### src/rtl/eq_band_mixer_pkg.sv
// rtl/eq_band_mixer_pkg.sv - shared types and width/limit helpers for the band mixer
// Holds the FSM encoding, accumulator sizing and signed saturation limits.
package eq_pkg;

   typedef enum logic [1:0] {
      IDLE = 2'd0,
      MAC  = 2'd1,
      SAT  = 2'd2,
      OUT  = 2'd3
   } eq_state_t;

   // Headroom: product growth plus one bit per doubling of the band count.
   function automatic int acc_w(input int n_bands, input int data_w, input int gain_w);
      return data_w + gain_w + $clog2(n_bands) + 1;
   endfunction

   function automatic longint sat_max(input int data_w);
      return (longint'(1) <<< (data_w - 1)) - 1;
   endfunction

   function automatic longint sat_min(input int data_w);
      return -(longint'(1) <<< (data_w - 1));
   endfunction

endpackage

### src/rtl/eq_band_mixer_if.sv
// rtl/eq_band_mixer_if.sv - sample/gain/control inputs and mixed-sample outputs of the mixer
interface eq_band_mixer_if #(
   parameter int N_BANDS = 3,
   parameter int DATA_W  = 16,
   parameter int GAIN_W  = 4
);
   logic                         i_sample_stb;
   logic [N_BANDS*DATA_W-1:0]    i_band_data;
   logic [N_BANDS*GAIN_W-1:0]    i_gain;
   logic                         i_mute;
   logic                         i_flag_clr;
   logic signed [DATA_W-1:0]     o_data;
   logic                         o_valid;
   logic                         o_busy;
   logic                         o_clip;
   logic                         o_overrun;

   modport master (
      output i_sample_stb, i_band_data, i_gain, i_mute, i_flag_clr,
      input  o_data, o_valid, o_busy, o_clip, o_overrun
   );

   modport slave (
      input  i_sample_stb, i_band_data, i_gain, i_mute, i_flag_clr,
      output o_data, o_valid, o_busy, o_clip, o_overrun
   );
endinterface

### src/rtl/eq_round_sat.sv
// rtl/eq_round_sat.sv - round-half-up, fractional shift and signed saturation of the accumulator
module eq_round_sat
   import eq_pkg::*;
#(
   parameter int ACC_W     = 23,
   parameter int DATA_W    = 16,
   parameter int GAIN_FRAC = 2
) (
   input  logic signed [ACC_W-1:0]  i_acc,
   output logic signed [DATA_W-1:0] o_data,
   output logic                     o_clipped
);
   // Half an LSB of the output; collapses to zero when the gain has no fraction.
   localparam logic signed [ACC_W-1:0] RND   = ACC_W'((1 << GAIN_FRAC) >> 1);
   localparam logic signed [ACC_W-1:0] MAX_V = ACC_W'(sat_max(DATA_W));
   localparam logic signed [ACC_W-1:0] MIN_V = ACC_W'(sat_min(DATA_W));

   logic signed [ACC_W-1:0] w_rnd;
   logic signed [ACC_W-1:0] w_shift;

   always_comb begin
      w_rnd     = i_acc + RND;
      w_shift   = w_rnd >>> GAIN_FRAC;
      o_data    = w_shift[DATA_W-1:0];
      o_clipped = 1'b0;
      if (w_shift > MAX_V) begin
         o_data    = MAX_V[DATA_W-1:0];
         o_clipped = 1'b1;
      end else if (w_shift < MIN_V) begin
         o_data    = MIN_V[DATA_W-1:0];
         o_clipped = 1'b1;
      end
   end
endmodule

### src/rtl/eq_band_mixer.sv
// rtl/eq_band_mixer.sv - per-band gain, time-multiplexed MAC, round/saturate to DAC width
// One band is accumulated per cycle; mute, sticky clip and sticky overrun flags included.
module eq_band_mixer
   import eq_pkg::*;
#(
   parameter int N_BANDS   = 3,
   parameter int DATA_W    = 16,
   parameter int GAIN_W    = 4,
   parameter int GAIN_FRAC = 2
) (
   input  logic          i_clk,
   input  logic          i_rst_n,
   eq_band_mixer_if.slave bus
);
   localparam int ACC_W  = acc_w(N_BANDS, DATA_W, GAIN_W);
   localparam int IDX_W  = (N_BANDS > 1) ? $clog2(N_BANDS) : 1;
   localparam int PROD_W = DATA_W + GAIN_W + 1;

   eq_state_t                    r_state;
   eq_state_t                    w_next;
   logic [N_BANDS*DATA_W-1:0]    r_band;
   logic [N_BANDS*GAIN_W-1:0]    r_gain;
   logic                         r_mute;
   logic signed [ACC_W-1:0]      r_acc;
   logic [IDX_W-1:0]             r_idx;
   logic signed [DATA_W-1:0]     r_data;
   logic                         r_clip;
   logic                         r_overrun;

   logic                         w_busy;
   logic                         w_valid;
   logic signed [DATA_W-1:0]     w_band;
   logic signed [GAIN_W:0]       w_gain;
   logic signed [PROD_W-1:0]     w_prod;
   logic signed [ACC_W-1:0]      w_acc_next;
   logic signed [DATA_W-1:0]     w_sat_data;
   logic                         w_sat_clip;
   logic                         w_overrun_set;

   // Gain codes are unsigned, so a zero sign bit keeps the multiply signed-correct.
   always_comb begin
      w_band     = r_band[int'(r_idx)*DATA_W +: DATA_W];
      w_gain     = {1'b0, r_gain[int'(r_idx)*GAIN_W +: GAIN_W]};
      w_prod     = w_band * w_gain;
      w_acc_next = r_acc + {{(ACC_W-PROD_W){w_prod[PROD_W-1]}}, w_prod};
   end

   eq_round_sat #(
      .ACC_W     (ACC_W),
      .DATA_W    (DATA_W),
      .GAIN_FRAC (GAIN_FRAC)
   ) u_round_sat (
      .i_acc     (r_acc),
      .o_data    (w_sat_data),
      .o_clipped (w_sat_clip)
   );

   always_ff @(posedge i_clk) begin
      if (!i_rst_n) begin
         r_state <= IDLE;
      end else begin
         r_state <= w_next;
      end
   end

   always_comb begin
      w_next  = r_state;
      w_busy  = 1'b1;
      w_valid = 1'b0;
      case (r_state)
         IDLE: begin
            w_busy = 1'b0;
            if (bus.i_sample_stb) w_next = MAC;
         end
         MAC: begin
            if (r_idx == IDX_W'(N_BANDS - 1)) w_next = SAT;
         end
         SAT: w_next = OUT;
         OUT: begin
            w_valid = 1'b1;
            w_next  = IDLE;
         end
         default: w_next = IDLE;
      endcase
   end

   assign w_overrun_set = bus.i_sample_stb && (r_state != IDLE);

   // o_data is loaded on the SAT edge so it is already stable while o_valid is high.
   always_ff @(posedge i_clk) begin
      if (!i_rst_n) begin
         r_band    <= '0;
         r_gain    <= '0;
         r_mute    <= 1'b0;
         r_acc     <= '0;
         r_idx     <= '0;
         r_data    <= '0;
         r_clip    <= 1'b0;
         r_overrun <= 1'b0;
      end else begin
         case (r_state)
            IDLE: begin
               if (bus.i_sample_stb) begin
                  r_band <= bus.i_band_data;
                  r_gain <= bus.i_gain;
                  r_mute <= bus.i_mute;
                  r_acc  <= '0;
                  r_idx  <= '0;
               end
            end
            MAC: begin
               r_acc <= w_acc_next;
               r_idx <= r_idx + 1'b1;
            end
            SAT: begin
               r_data <= r_mute ? '0 : w_sat_data;
            end
            default: ;
         endcase

         if (r_state == SAT && w_sat_clip) begin
            r_clip <= 1'b1;
         end else if (bus.i_flag_clr) begin
            r_clip <= 1'b0;
         end

         if (w_overrun_set) begin
            r_overrun <= 1'b1;
         end else if (bus.i_flag_clr) begin
            r_overrun <= 1'b0;
         end
      end
   end

   assign bus.o_data    = r_data;
   assign bus.o_valid   = w_valid;
   assign bus.o_busy    = w_busy;
   assign bus.o_clip    = r_clip;
   assign bus.o_overrun = r_overrun;
endmodule

### src/flat_wrapper.sv
// flat-port wrapper written by rule: the top's interface ports become plain ports
module eq_band_mixer_flat import eq_pkg::*;
#(
   parameter int N_BANDS   = 3,
   parameter int DATA_W    = 16,
   parameter int GAIN_W    = 4,
   parameter int GAIN_FRAC = 2
)
  (i_clk, i_rst_n, bus_i_sample_stb, bus_i_band_data, bus_i_gain, bus_i_mute, bus_i_flag_clr, bus_o_data, bus_o_valid, bus_o_busy, bus_o_clip, bus_o_overrun);
  eq_band_mixer_if #(.N_BANDS(N_BANDS), .DATA_W(DATA_W), .GAIN_W(GAIN_W)) bus_i ();
  input  logic i_clk;
  input  logic i_rst_n;
  input wire logic [$bits(bus_i.i_sample_stb)-1:0] bus_i_sample_stb;
  input wire logic [$bits(bus_i.i_band_data)-1:0] bus_i_band_data;
  input wire logic [$bits(bus_i.i_gain)-1:0] bus_i_gain;
  input wire logic [$bits(bus_i.i_mute)-1:0] bus_i_mute;
  input wire logic [$bits(bus_i.i_flag_clr)-1:0] bus_i_flag_clr;
  output wire logic [$bits(bus_i.o_data)-1:0] bus_o_data;
  output wire logic [$bits(bus_i.o_valid)-1:0] bus_o_valid;
  output wire logic [$bits(bus_i.o_busy)-1:0] bus_o_busy;
  output wire logic [$bits(bus_i.o_clip)-1:0] bus_o_clip;
  output wire logic [$bits(bus_i.o_overrun)-1:0] bus_o_overrun;
  assign bus_i.i_sample_stb = bus_i_sample_stb;
  assign bus_i.i_band_data = bus_i_band_data;
  assign bus_i.i_gain = bus_i_gain;
  assign bus_i.i_mute = bus_i_mute;
  assign bus_i.i_flag_clr = bus_i_flag_clr;
  assign bus_o_data = bus_i.o_data;
  assign bus_o_valid = bus_i.o_valid;
  assign bus_o_busy = bus_i.o_busy;
  assign bus_o_clip = bus_i.o_clip;
  assign bus_o_overrun = bus_i.o_overrun;
  eq_band_mixer #(.N_BANDS(N_BANDS), .DATA_W(DATA_W), .GAIN_W(GAIN_W), .GAIN_FRAC(GAIN_FRAC)) u_core (.i_clk(i_clk), .i_rst_n(i_rst_n), .bus(bus_i));
endmodule
### config.mk
export PLATFORM = sky130hd
export DESIGN_NAME = eq_band_mixer_flat
export DESIGN_NICKNAME = d
export VERILOG_FILES = /design/src/rtl/eq_band_mixer_pkg.sv /design/src/rtl/eq_band_mixer_if.sv /design/src/rtl/eq_round_sat.sv /design/src/rtl/eq_band_mixer.sv /design/src/flat_wrapper.sv
export SDC_FILE = /design/constraint.sdc
export NUM_CORES = 1
export LEC_CHECK = 0
export CAP_MARGIN = 40
export CORE_UTILIZATION = 55
export DETAILED_ROUTE_END_ITERATION = 10
export PLACE_DENSITY = 0.78
export SKIP_LAST_GASP = 1
export SYNTH_ARGS = -nofsm -noshare
export SYNTH_HDL_FRONTEND = slang
export SYNTH_SLANG_ARGS = --single-unit
export TNS_END_PERCENT = 30
### constraint.sdc
create_clock -name i_clk -period 8.9 [get_ports i_clk]
set_input_delay 1.78 -clock i_clk [delete_from_list [all_inputs] [get_ports i_clk]]
set_output_delay 1.78 -clock i_clk [all_outputs]
set_load 0.01 [all_outputs]
Word level (Yosys, flattened, before mapping)
Cells that the tools add are included.
{"block": "word_totals", "reg_bits": 106, "latchBits": 0, "ram_bits": 0, "romBits": 0, "in_bits": 65, "out_inout_bits": 20, "wordCells": 50, "n_memories": 0}
{"block": "classes", "add_sub_neg": 3, "mul": 1, "div": 0, "n_lt_le_gt_ge": 2, "n_eq_ne": 6, "shift": 2, "n_mux": 17, "n_bitwise": 0, "n_reduce_logical": 10}
{"cell": "$mux 16", "count": 3}
{"cell": "$shiftx 48x7->16", "count": 1}
{"cell": "$pmux 23 s2", "count": 1}
{"cell": "$add 23x23->23", "count": 1}
{"cell": "$add 23x3->23 const B", "count": 1}
{"cell": "$mux 23", "count": 1}
{"cell": "$gt 21x16->1 const B", "count": 1}
{"cell": "$lt 21x16->1 const B", "count": 1}
{"cell": "$mul 16x5->21", "count": 1}
{"cell": "$shiftx 12x5->4", "count": 1}
{"cell": "$pmux 2 s4", "count": 1}
{"cell": "$reduce_bool 2->1", "count": 4}
{"cell": "$mux 1", "count": 7}
{"cell": "$eq 2x2->1 const B", "count": 3}
{"cell": "$mux 2", "count": 3}
{"cell": "$reduce_and 2->1", "count": 3}
{"cell": "$pmux 2 s2", "count": 1}
{"cell": "$add 2x1->2 const B", "count": 1}
{"cell": "$eq 2x1->1 const B", "count": 1}
{"cell": "$logic_and 1x1->1", "count": 2}
{"cell": "$logic_not 2->1", "count": 1}
{"cell": "$ne 2x1->1 const B", "count": 1}
{"cell": "$ne 2x2->1 const B", "count": 1}

Longest topological paths before layout
Gate-level depths: netlist (run 1).
{"block": "depth", "depth_word": 6, "mapped_depth": 30, "mapped_depth_nobuf": 27}

Hierarchy
A second synthesis (run 1) with hierarchy kept.
{"block": "hier_totals", "hier_cells": 1064, "hier_area_um2": 8267.9}
{"mod": "eq_band_mixer", "n_inst": 1, "cells_each": 976, "area_each_um2": 7617.3, "seq_area_each_um2": 2122.0}
{"mod": "eq_round_sat", "n_inst": 1, "cells_each": 88, "area_each_um2": 650.6, "seq_area_each_um2": 0.0}

Worst setup path before layout (run 1)
OpenSTA, ideal clock, no wires.
{"block": "synth_path", "kind": "reg-to-reg", "startpoint": "reg u_core.r_idx[1]", "endpoint": "reg u_core.r_acc[22]", "setup_ps": 72, "arrival_time_ps": 6471, "required_time_ps": 8828, "setup_slack_ps": 2357, "path_stages_with_launch": 28, "path_buffers": 2, "synth_period_minus_slack_ps": 6543, "cell_sequence": "dfxtp_1 > buf_1 > clkbuf_1 > mux2i_1 > nor2_1 > a21oi_1 > nor2_1 > ha_1 > fa_1 > inv_1 > fa_1 > inv_1 > ha_1 > or4_1 > o211a_1 > o211a_1 > o21ai_0 > nand2b_1 > a21oi_1 > xnor2_1 > ha_1 > nand2_1 > o21ai_0 > or2_2 > o2111ai_1 > a211oi_1 > nor3_1 > a2bb2oi_1"}
{"block": "synth_via", "elab_chain_cells": 4, "elab_cells_between_ends": 5, "classes_between": "add/sub: 1; mul: 1; shift: 2; mux: 1"}
{"element": "start: declaration", "line": "eq_band_mixer.sv:25", "text": "logic [IDX_W-1:0] r_idx;"}
{"element": "start signal: assignment", "line": "eq_band_mixer.sv:113", "text": "r_idx <= r_idx + 1'b1;"}
{"element": "$shiftx 48x7->16 or $shiftx 12x5->4 (tied branches)", "line": "eq_band_mixer.sv:42, eq_band_mixer.sv:43"}
{"element": "$mul 16x5->21 *", "line": "eq_band_mixer.sv:44", "text": "w_prod = w_band * w_gain;"}
{"element": "$add 23x23->23 *", "line": "eq_band_mixer.sv:45", "text": "w_acc_next = r_acc + {{(ACC_W-PROD_W){w_prod[PROD_W-1]}}, w_prod};"}
{"element": "$pmux 23 s2 *", "line": "eq_band_mixer.sv:101", "text": "case (r_state)"}
{"element": "end signal: assignment", "line": "eq_band_mixer.sv:112", "text": "r_acc <= w_acc_next;"}
{"element": "end: declaration", "line": "eq_band_mixer.sv:24", "text": "logic signed [ACC_W-1:0] r_acc;"}
Every way passes the cells marked *; elsewhere a longest branch is shown, timed or not.
A chain may end at the register's enable or synchronous reset.

Worst setup path in the final report (run 1)
Ends and elaborated chain as after synthesis.

==> flow_metrics.tcl, run 1 <==
set metrics [dict create \
    yosysMostFrequentCell "nand2_1" \
    finalPower_uw 1660 \
    p_per_area_mw_per_mm2 173 \
    fillers 1291 \
    met2_usage 0.425 \
    grt_use_met3 0.0428 \
    drt_iter0_drc 321 \
    r2r_start "u_core.r_idx[1]" \
    clkLatencyLatePin_ns 0.36 \
    portBuffers 84 \
    via_count 7001 \
    synth_fp_nets 1214 \
    cp.arrival_ns 7.28 \
    grtUsageMet1 0.308 \
    worstSetupPathType "reg2reg" \
    dieHeight_um 125 \
    leakage_uw 0.00421 \
    cts_tree "done" \
    cts.sinks 106 \
    yosysWarnings 0 \
    rows 44 \
    slew_headroom 0.457 \
    ir_worst_vdd_v 0.000113 \
    finalWirelength_um 17900 \
    hold_viol 0 \
    cp-end-kind "register" \
    status "complete, but fails checks" \
    nNetsFinal 1273 \
    reg2reg_depth 27 \
    synth_edf_count 0 \
    fin_skew_ns 0.00928 \
    synth_seq_area_share 0.255 \
    rr_endpoint "u_core.r_acc[22]" \
    switchingPower_uw 650 \
    ys.flop_type "dfxtp_1" \
    synth_area_leader_cell "dfxtp_1" \
    area_growth_pct 14.9 \
    via_per_inst 5.41 \
    synth_top_cells_by_area "dfxtp_1 (26%), ha_1 (10%), fa_1 (8.2%)" \
    route.detailed.drc 16 \
    synthCells 1047 \
    whs_endpoint "u_core.r_band[10]" \
    hp-start "u_core.r_band[10]" \
    cp.required_ns 9.19 \
    critical_path.slowest_cell "dfxtp_1" \
    drtPass1Iterations 8 \
    cts-resized-gates 0 \
    p_int_uw 1010 \
    clk_pin_slew_ns 0.07 \
    gp_congestion 0.930 \
    crit_buf_inv 5 \
    antenna_found_initial 0 \
    hpwl_um 13800 \
    synth_top_area_frac 0.255 \
    crit_family "compound AO/OA/AOI/OAI gates" \
    grt_pass1_vias 6906 \
    cts_max_level 3 \
    postCtsSetupBuffers 0 \
    setup_viol 0 \
    violations "DRC" \
    crit_path_max_fanout 16 \
    stdcell_count 1295 \
    synth_area_mm2 0.00831 \
    die_x_um 125 \
    synth_seq_cells 106 \
    timing.fmax_ghz 0.143 \
    p_clk_frac 0.229 \
    tightest_slew_ns 0.811 \
    overflow 0 \
    postRouteAntennaNets 0 \
    fin_setup_tns_ns 0 \
    grt_max_degree 101 \
    ys_types 61 \
    grt_busiest_layer "met2" \
    p_comb_frac 0.404 \
    grt_pass1_wl_um 31500 \
    seq_area_mm2 0.00212 \
    core-area_mm2 0.0146 \
    die-area_mm2 0.0156 \
    dp_slack_ns 1.97 \
    finalCriticalPeriod_ns 6.99 \
    multiInputGateArea_mm2 0.00567 \
    cts_root_buf "clkbuf_16" \
    grt.total_usage 0.245 \
    r2r_slack_ns 1.91 \
    finalCritPeriodShare 0.786 \
    critPathMaxStageDelay_ns 0.58 \
    report.final.slew_viol_count 0 \
    hold_buffers 0 \
    avgSynthCellArea_um2 7.94 \
    clk_path_buf_depth 2 \
    cp-start-kind "register" \
    setup_ws_ns 1.91 \
    async_flop_share 0 \
    switching_share 0.393 \
    numCtsBuffers 9 \
    drive_gt1_frac 0.0432 \
    wl_per_cell_um 13.9 \
    hold_depth 2 \
    seq_power_share 0.367 \
    rsz0062_at_grt "no" \
    drv_cap 0 \
    hp-class "reg2reg" \
    antenna_cells 0 \
    start_util 0.568 \
    dp.cells 1279 \
    ioPinCount 85 \
    synth_commonest_cells "nand2_1 (159), nor2_1 (117), dfxtp_1 (106)" \
]
worst register-to-register path, delay by kind of cell (launching register included):
kind	cells	cell delay, ns
AND/OR/NAND/NOR	4	1.00
AO/OA/AOI/OAI	12	2.33
buffers and inverters	5	0.94
adder cells (fa/ha/maj)	5	1.92
flip-flops	1	0.58
XOR/XNOR	1	0.15
kinds of logic after synthesis:
logic type      synth area share
buf+inv                   0.0634
mux                       0.0313
compound gates             0.193
xor+xnor                  0.0464
flops                      0.255
fa+ha+maj                  0.184
simple gates               0.226
registers in the layout, indices dropped and copies added (netlist names):
signal and cells:
u_core.r_band 48, u_core.r_acc 23, u_core.bus.o_data 16, u_core.r_gain 12
u_core.r_idx 2, u_core.r_state 2, u_core.bus.o_clip 1, u_core.bus.o_overrun 1
u_core.r_mute 1
through the flow:
step,hold WS [ns],util,area (um^2)
after floorplan,0.439,-,8310
after global placement,0.453,0.630,9230
after detailed placement,0.460,0.633,9270
after CTS,0.469,0.652,9550
after global routing,0.482,0.652,9550
final,0.466,0.652,9550
how the worst max path moves through the flow:
| stage | from | end | slack, ns | depth (start not counted) |
|---|---|---|---|---|
| global placement | u_core.r_idx[1] | u_core.r_acc[22] | 1.83 | 26 |
| detailed placement | u_core.r_idx[1] | u_core.r_acc[22] | 1.97 | 27 |
| finish | u_core.r_idx[1] | u_core.r_acc[22] | 1.91 | 27 |
| CTS | u_core.r_idx[1] | u_core.r_acc[22] | 1.93 | 27 |
| global route | u_core.r_idx[1] | u_core.r_acc[22] | 1.38 | 27 |
| floorplan | u_core.r_idx[1] | u_core.r_acc[22] | 2.36 | 27 |
power groups by stage:
stage | clock [uW] | sequential (uW) | combinational (uW)
detailed placement | 0 | 616 | 669
CTS | 388 | 606 | 671
finish | 379 | 607 | 669
global placement | 0 | 615 | 644
global route | 404 | 617 | 756
floorplan | 0 | 595 | 497
routing by layer:
layer  vias to the layer above  wire, um
li1                       3642         -
met1                      3194      8380
met2                       142      8540
met3                        23       635
met4                         0       386
met5                         -         0
cell type report:
class                           count  share of cell area
Multi-Input combinational cell    809               0.594
Sequential cell                   106               0.222
Timing Repair Buffer               94              0.0967
Inverter                           86              0.0338
Clock buffer                       11              0.0254
Tap cell                          184              0.0241
Clock inverter                      5             0.00393
layout by cell type (no fill, tap or decap), types with 6 or more instances in the layout:
master             n
a21oi_1           47
clkbuf_16          9
xnor2_1           22
fa_1              34
o21a_1             6
xor2_1            22
clkdlybuf4s50_1   83
a22oi_1            8
dfxtp_1          106
nor2_1           116
a21boi_0          67
nand2_1          158
nand3_1           14
or2_2             17
nand2b_1           6
a31oi_1            6
a21o_1            17
buf_4              9
nor3_1             7
and3_1            10
o31a_1            16
nor2b_1           34
and2_1            13
o21ai_0           24
ha_1              68
mux2i_1           26
inv_1             86
nand4_1            6
No activity file was read; power rests on OpenSTA's default activity.
==> run 2: changes to the inputs <==
Settings changed: CORE_UTILIZATION 55 to 53.
Clock period 8.9 ns to 6.1 ns, I/O delays scaled along.
==> run 2 against run 1 <==
The flow now finishes without violations. Global-route usage fell by 0.40 points. Sequential share of layout area down 1.5 points. Clock skew decreased by 0.0012 ns. Combinational power up 69%. Sequential power grew 45%. Final cell count grew 5.0%. Total power grew 61%. Routed wire length is 6.9% higher. Clock power rose by 70%.
==> flow_metrics.tcl, run 2 (synthesized netlist as in run 1, its figures left out) <==
set metrics [dict create \
    report.final.slew_viol_count 0 \
    numCtsBuffers 9 \
    core-area_mm2 0.0153 \
    grt_max_degree 64 \
    critPathMaxStageDelay_ns 0.54 \
    crit_family "adder cells" \
    cts_max_level 3 \
    met2_usage 0.432 \
    hold_buffers 0 \
    drv_cap 0 \
    crit_path_max_fanout 7 \
    layout_commonest_cell "nand2_1" \
    tightest_slew_ns 0.690 \
    cp.arrival_ns 6.20 \
    crit_buf_inv 5 \
    hpwl_um 14300 \
    start_util 0.545 \
    die-area_mm2 0.0162 \
    grt_pass1_wl_um 32000 \
    cts_tree "done" \
    slew_headroom 0.540 \
    cp-start-kind "register" \
    gp_congestion 0.896 \
    dpl-instance-area_mm2 0.00950 \
    hold_viol 0 \
    p_per_area_mw_per_mm2 259 \
    post-route-util 0.672 \
    cp-end-kind "register" \
    status "completed" \
    grt_use_met3 0.0394 \
    via_count 7332 \
    drt_iter0_drc 410 \
    crit_start "u_core.r_idx[1]" \
    dp.cells 1331 \
    grt.total_usage 0.241 \
    cts.sinks 106 \
    reg2reg_depth 27 \
    dieHeight_um 127 \
    leakage_uw 0.00444 \
    finalWirelength_um 19200 \
    final_cell_mix "nand2_1 (157), nor2_1 (110), dfxtp_1 (105), inv_1 (83), clkdlybuf4s50_1 (83)" \
    drive_gt1_frac 0.122 \
    nNetsFinal 1311 \
    clk_path_buf_depth 2 \
    grt_busiest_layer "met2" \
    via_per_inst 5.39 \
    ir_worst_vdd_v 0.000162 \
    endpoint "u_core.r_acc[22]" \
    antenna_found_initial 0 \
    portBuffers 84 \
    clk_pin_slew_ns 0.07 \
    finalCriticalPeriod_ns 5.91 \
    wl_per_cell_um 14.1 \
    drtPass1Iterations 5 \
    hp-class "reg2reg" \
    largest_register_ffs 48 \
    r2r_start "u_core.r_idx[1]" \
    overflow 0 \
    route.detailed.drc 0 \
    whs_ns 0.466 \
    antenna_cells 0 \
    grt_pass1_vias 7103 \
    path_depth 27 \
    fin_skew_ns 0.00807 \
    area_growth_pct 23.3 \
    stdcell_area_mm2 0.0102 \
    postRouteAntennaNets 0 \
    grtUsageMet1 0.297 \
    worstSetupPathType "reg2reg" \
    die_x_um 127 \
    largest_register "u_core.r_band" \
    cp.required_ns 6.39 \
    timing.fmax_ghz 0.169 \
    finalCritPeriodShare 0.970 \
    cts_root_buf "clkbuf_16" \
    rr_endpoint "u_core.r_acc[22]" \
    r2r_slack_ns 0.19 \
    clkLatencyLatePin_ns 0.36 \
    setup_viol 0 \
    ioPinCount 85 \
    rows 45 \
    fin_setup_tns_ns 0 \
    critical_path.slowest_cell "or4_4" \
    stdcell_count 1360 \
]
## run 2: metrics by stage
| stage | total power, uW | setup slack [ns] |
|---|---|---|
| final | 2660 | 0.186 |
| after global routing | 2840 | -0.136 |
| after CTS | 2570 | 0.0435 |
| after detailed placement | 1910 | -0.199 |
| after global placement | 1890 | 0.0440 |
| after floorplan | 1600 | 0.0755 |
## run 2: layout make-up
| class | count | area, um^2 |
|---|---|---|
| multi-input cells | 809 | 5940 |
| fillers | 1214 | 5010 |
| flip-flops and latches | 106 | 2130 |
| repair buffers | 132 | 1260 |
| inverters | 86 | 323 |
| well taps | 211 | 264 |
| clock buffers | 10 | 239 |
| clock inverters | 6 | 97.6 |
## run 2: metal layers
layer | share of wire | up-vias
met5 | 0 | -
met4 | 0.020 | 0
met3 | 0.031 | 28
met1 | 0.45 | 3434
met2 | 0.50 | 146
li1 | - | 3724
## run 2: worst register-to-register path, cell delays in order (launching register included)
cell and delay (ns):
dfxtp_4 0.40, buf_6 0.13, mux2i_4 0.23, nor2_4 0.05, a21oi_4 0.14, buf_12 0.15, nor2_2 0.04, ha_1 0.31
fa_1 0.52, inv_2 0.04, fa_1 0.53, inv_1 0.05, ha_2 0.28, or4_4 0.54, buf_4 0.15, a31oi_2 0.19
o21bai_1 0.13, a21oi_2 0.16, xnor2_1 0.15, ha_1 0.29, o211ai_1 0.25, nor2_2 0.08, o2bb2ai_1 0.12, a21o_1 0.21
o2111ai_2 0.21, a211oi_2 0.11, nor3_1 0.21, a2bb2oi_1 0.17
## run 2: how the worst min path moves through the flow
stage	from	endpoint	slack, ns	cells after the start
3_5_place_dp	u_core.r_band[25]	u_core.r_band[25]	0.46	2
6_report	u_core.r_band[33]	u_core.r_band[33]	0.47	2
3_3_place_gp	u_core.r_band[12]	u_core.r_band[12]	0.45	2
4_1_cts	u_core.r_band[24]	u_core.r_band[24]	0.47	2
5_1_grt	u_core.r_band[25]	u_core.r_band[25]	0.49	2
2_1_floorplan	u_core.r_gain[4]	u_core.r_gain[4]	0.44	2
## run 2: report_power, final
group          total, uW  switching [uW]  internal [uW]  leakage, uW
Clock                645             269            377     0.000165
Sequential           883            85.2            798     0.000865
Combinational       1130             659            470      0.00341
## run 2: what timing repair did
item | CTS | global route
setup buffers | 0 | 13
resized for setup | 8 | 67
pin swaps | 0 | 39
setup endpoints to repair | 5 | 10
==> run 3: changes to the inputs <==
Settings changed: CORE_ASPECT_RATIO from default to 0.7, CTS_CLUSTER_SIZE from default to 14.
==> run 3 against run 2 <==
Final cell count is 1.3% lower. Setup slack worse by 0.026 ns. Sequential power hardly changed. Sequential cell count stayed put. First-iteration DRC count is 0.98% higher. Fmax is 0.43% lower. Critical endpoint unchanged. Largest power group unchanged.
==> flow_metrics.tcl, run 3 (synthesized netlist as in run 1, its figures left out) <==
set metrics [dict create \
    status "completed" \
    p_per_area_mw_per_mm2 257 \
    fin_skew_ns 0.0111 \
    final_cell_mix "nand2_1 (157), nor2_1 (115), dfxtp_1 (105), inv_1 (86), clkdlybuf4s50_1 (83)" \
    cts_max_level 3 \
    hpwl_um 15200 \
    antenna_cells 0 \
    via_count 7519 \
    critPathMaxStageDelay_ns 0.53 \
    path_common_cell "ha_1" \
    via_per_inst 5.60 \
    cp-start-kind "register" \
    clkLatencyLatePin_ns 0.35 \
    drive_gt1_frac 0.120 \
    stdcell_area_mm2 0.0102 \
    die-area_mm2 0.0162 \
    worstSetupPathType "reg2reg" \
    core-area_mm2 0.0150 \
    cp.arrival_ns 6.23 \
    portBuffers 84 \
    grt_use_met3 0.0323 \
    fillers 1221 \
    grt.total_usage 0.258 \
    tightest_slew_ns 0.727 \
    grt_pass1_vias 7277 \
    dp.cells 1315 \
    grtUsageMet1 0.379 \
    drv_cap 0 \
    start_util 0.554 \
    antenna_found_initial 0 \
    multiInputGateArea_mm2 0.00594 \
    rows 37 \
    dpl-instance-area_mm2 0.00951 \
    dieHeight_um 107 \
    largest_register "u_core.r_band" \
    whs_ns 0.466 \
    gp_congestion 0.897 \
    overflow 0 \
    timing.fmax_ghz 0.168 \
    drt_iter0_drc 414 \
    met2_usage 0.398 \
    grt_busiest_layer "met2" \
    cts_tree "done" \
    die_x_um 152 \
    slew_headroom 0.516 \
    cp-end-kind "register" \
    fin_setup_tns_ns 0 \
    wl_per_cell_um 15.2 \
    route.detailed.drc 0 \
    stdcell_count 1343 \
    layout_commonest_cell "nand2_1" \
    cp.required_ns 6.39 \
    finalCritPeriodShare 0.974 \
    ioPinCount 85 \
    grt_max_degree 86 \
    hold_buffers 0 \
    hold_viol 0 \
    clk_path_buf_depth 2 \
    cts.sinks 106 \
    report.final.slew_viol_count 0 \
    numCtsBuffers 9 \
    finalWirelength_um 20400 \
    clk_pin_slew_ns 0.08 \
    ir_worst_vdd_v 0.000157 \
    nNetsFinal 1310 \
    setup_viol 0 \
    drtPass1Iterations 4 \
    largest_register_ffs 48 \
    hp-class "reg2reg" \
    crit_path_max_fanout 7 \
    leakage_uw 0.00440 \
    postRouteAntennaNets 0 \
    cts_root_buf "clkbuf_16" \
    grt_pass1_wl_um 34000 \
    finalCriticalPeriod_ns 5.94 \
    seq_area_mm2 0.00213 \
    area_growth_pct 22.4 \
    critical_path.slowest_cell "fa_1" \
    finalPower_uw 2610 \
]
-- run 3: changes by cell type in the layout (fill, tap and decap cells not counted), sizes merged --
cell	delta
clkinvlp	+1
inv	+1
clkinv	+1
buf	-1
clkbuf	-1
bufinv	-2
-- run 3: area by class of cell --
class,instances,area share
Multi-Input combinational cell,809,0.584
Clock inverter,7,0.00590
Timing Repair Buffer,131,0.124
Clock buffer,9,0.0221
Inverter,86,0.0317
Sequential cell,106,0.209
Tap cell,195,0.0240
-- run 3: stage by stage --
stage               utilization  setup WS [ns]
global placement          0.632         0.0864
floorplan                     -         0.0755
detailed placement        0.634         -0.110
global route              0.678         -0.164
finish                    0.678          0.160
CTS                       0.654        0.00112
-- run 3: timing repair --
item                                    CTS  global route
buffers inserted                          1            11
endpoints found under the hold margin     0             0
pin swaps                                 0            28
endpoints found under the setup margin    1            11
gates resized for setup                   6            64
-- run 3: worst max-delay path, delay by kind of cell (launching register included) --
family                   cells  cell delay [ns]
AO/OA/AOI/OAI               12             2.16
adder cells (fa/ha/maj)      5             1.70
AND/OR/NAND/NOR              6             0.80
buffers and inverters        5             0.52
flip-flops                   1             0.40
multiplexers                 1             0.18
XOR/XNOR                     1             0.13
-- run 3: power breakdown --
part	switching (uW)	internal, uW
Clock	293	284
Combinational	672	479
Sequential	87.8	797
-- run 3: worst paths after layout --
path / startpoint / endpoint / slack [ns] / depth (start not counted)
hold reg to reg: u_core.r_band[30] / u_core.r_band[30] / 0.47 / 2
setup / recovery: u_core.r_idx[1] / u_core.r_acc[22] / 0.16 / 30
setup reg to reg: u_core.r_idx[1] / u_core.r_acc[22] / 0.16 / 30
hold / removal: u_core.r_band[30] / u_core.r_band[30] / 0.47 / 2
-- run 3: per-layer routing --
layer  vias to the layer above  routed length [um]
met3                        25                 973
met5                         -                   0
met2                       182                9030
li1                       3718                   -
met1                      3594               10200
met4                         0                 258
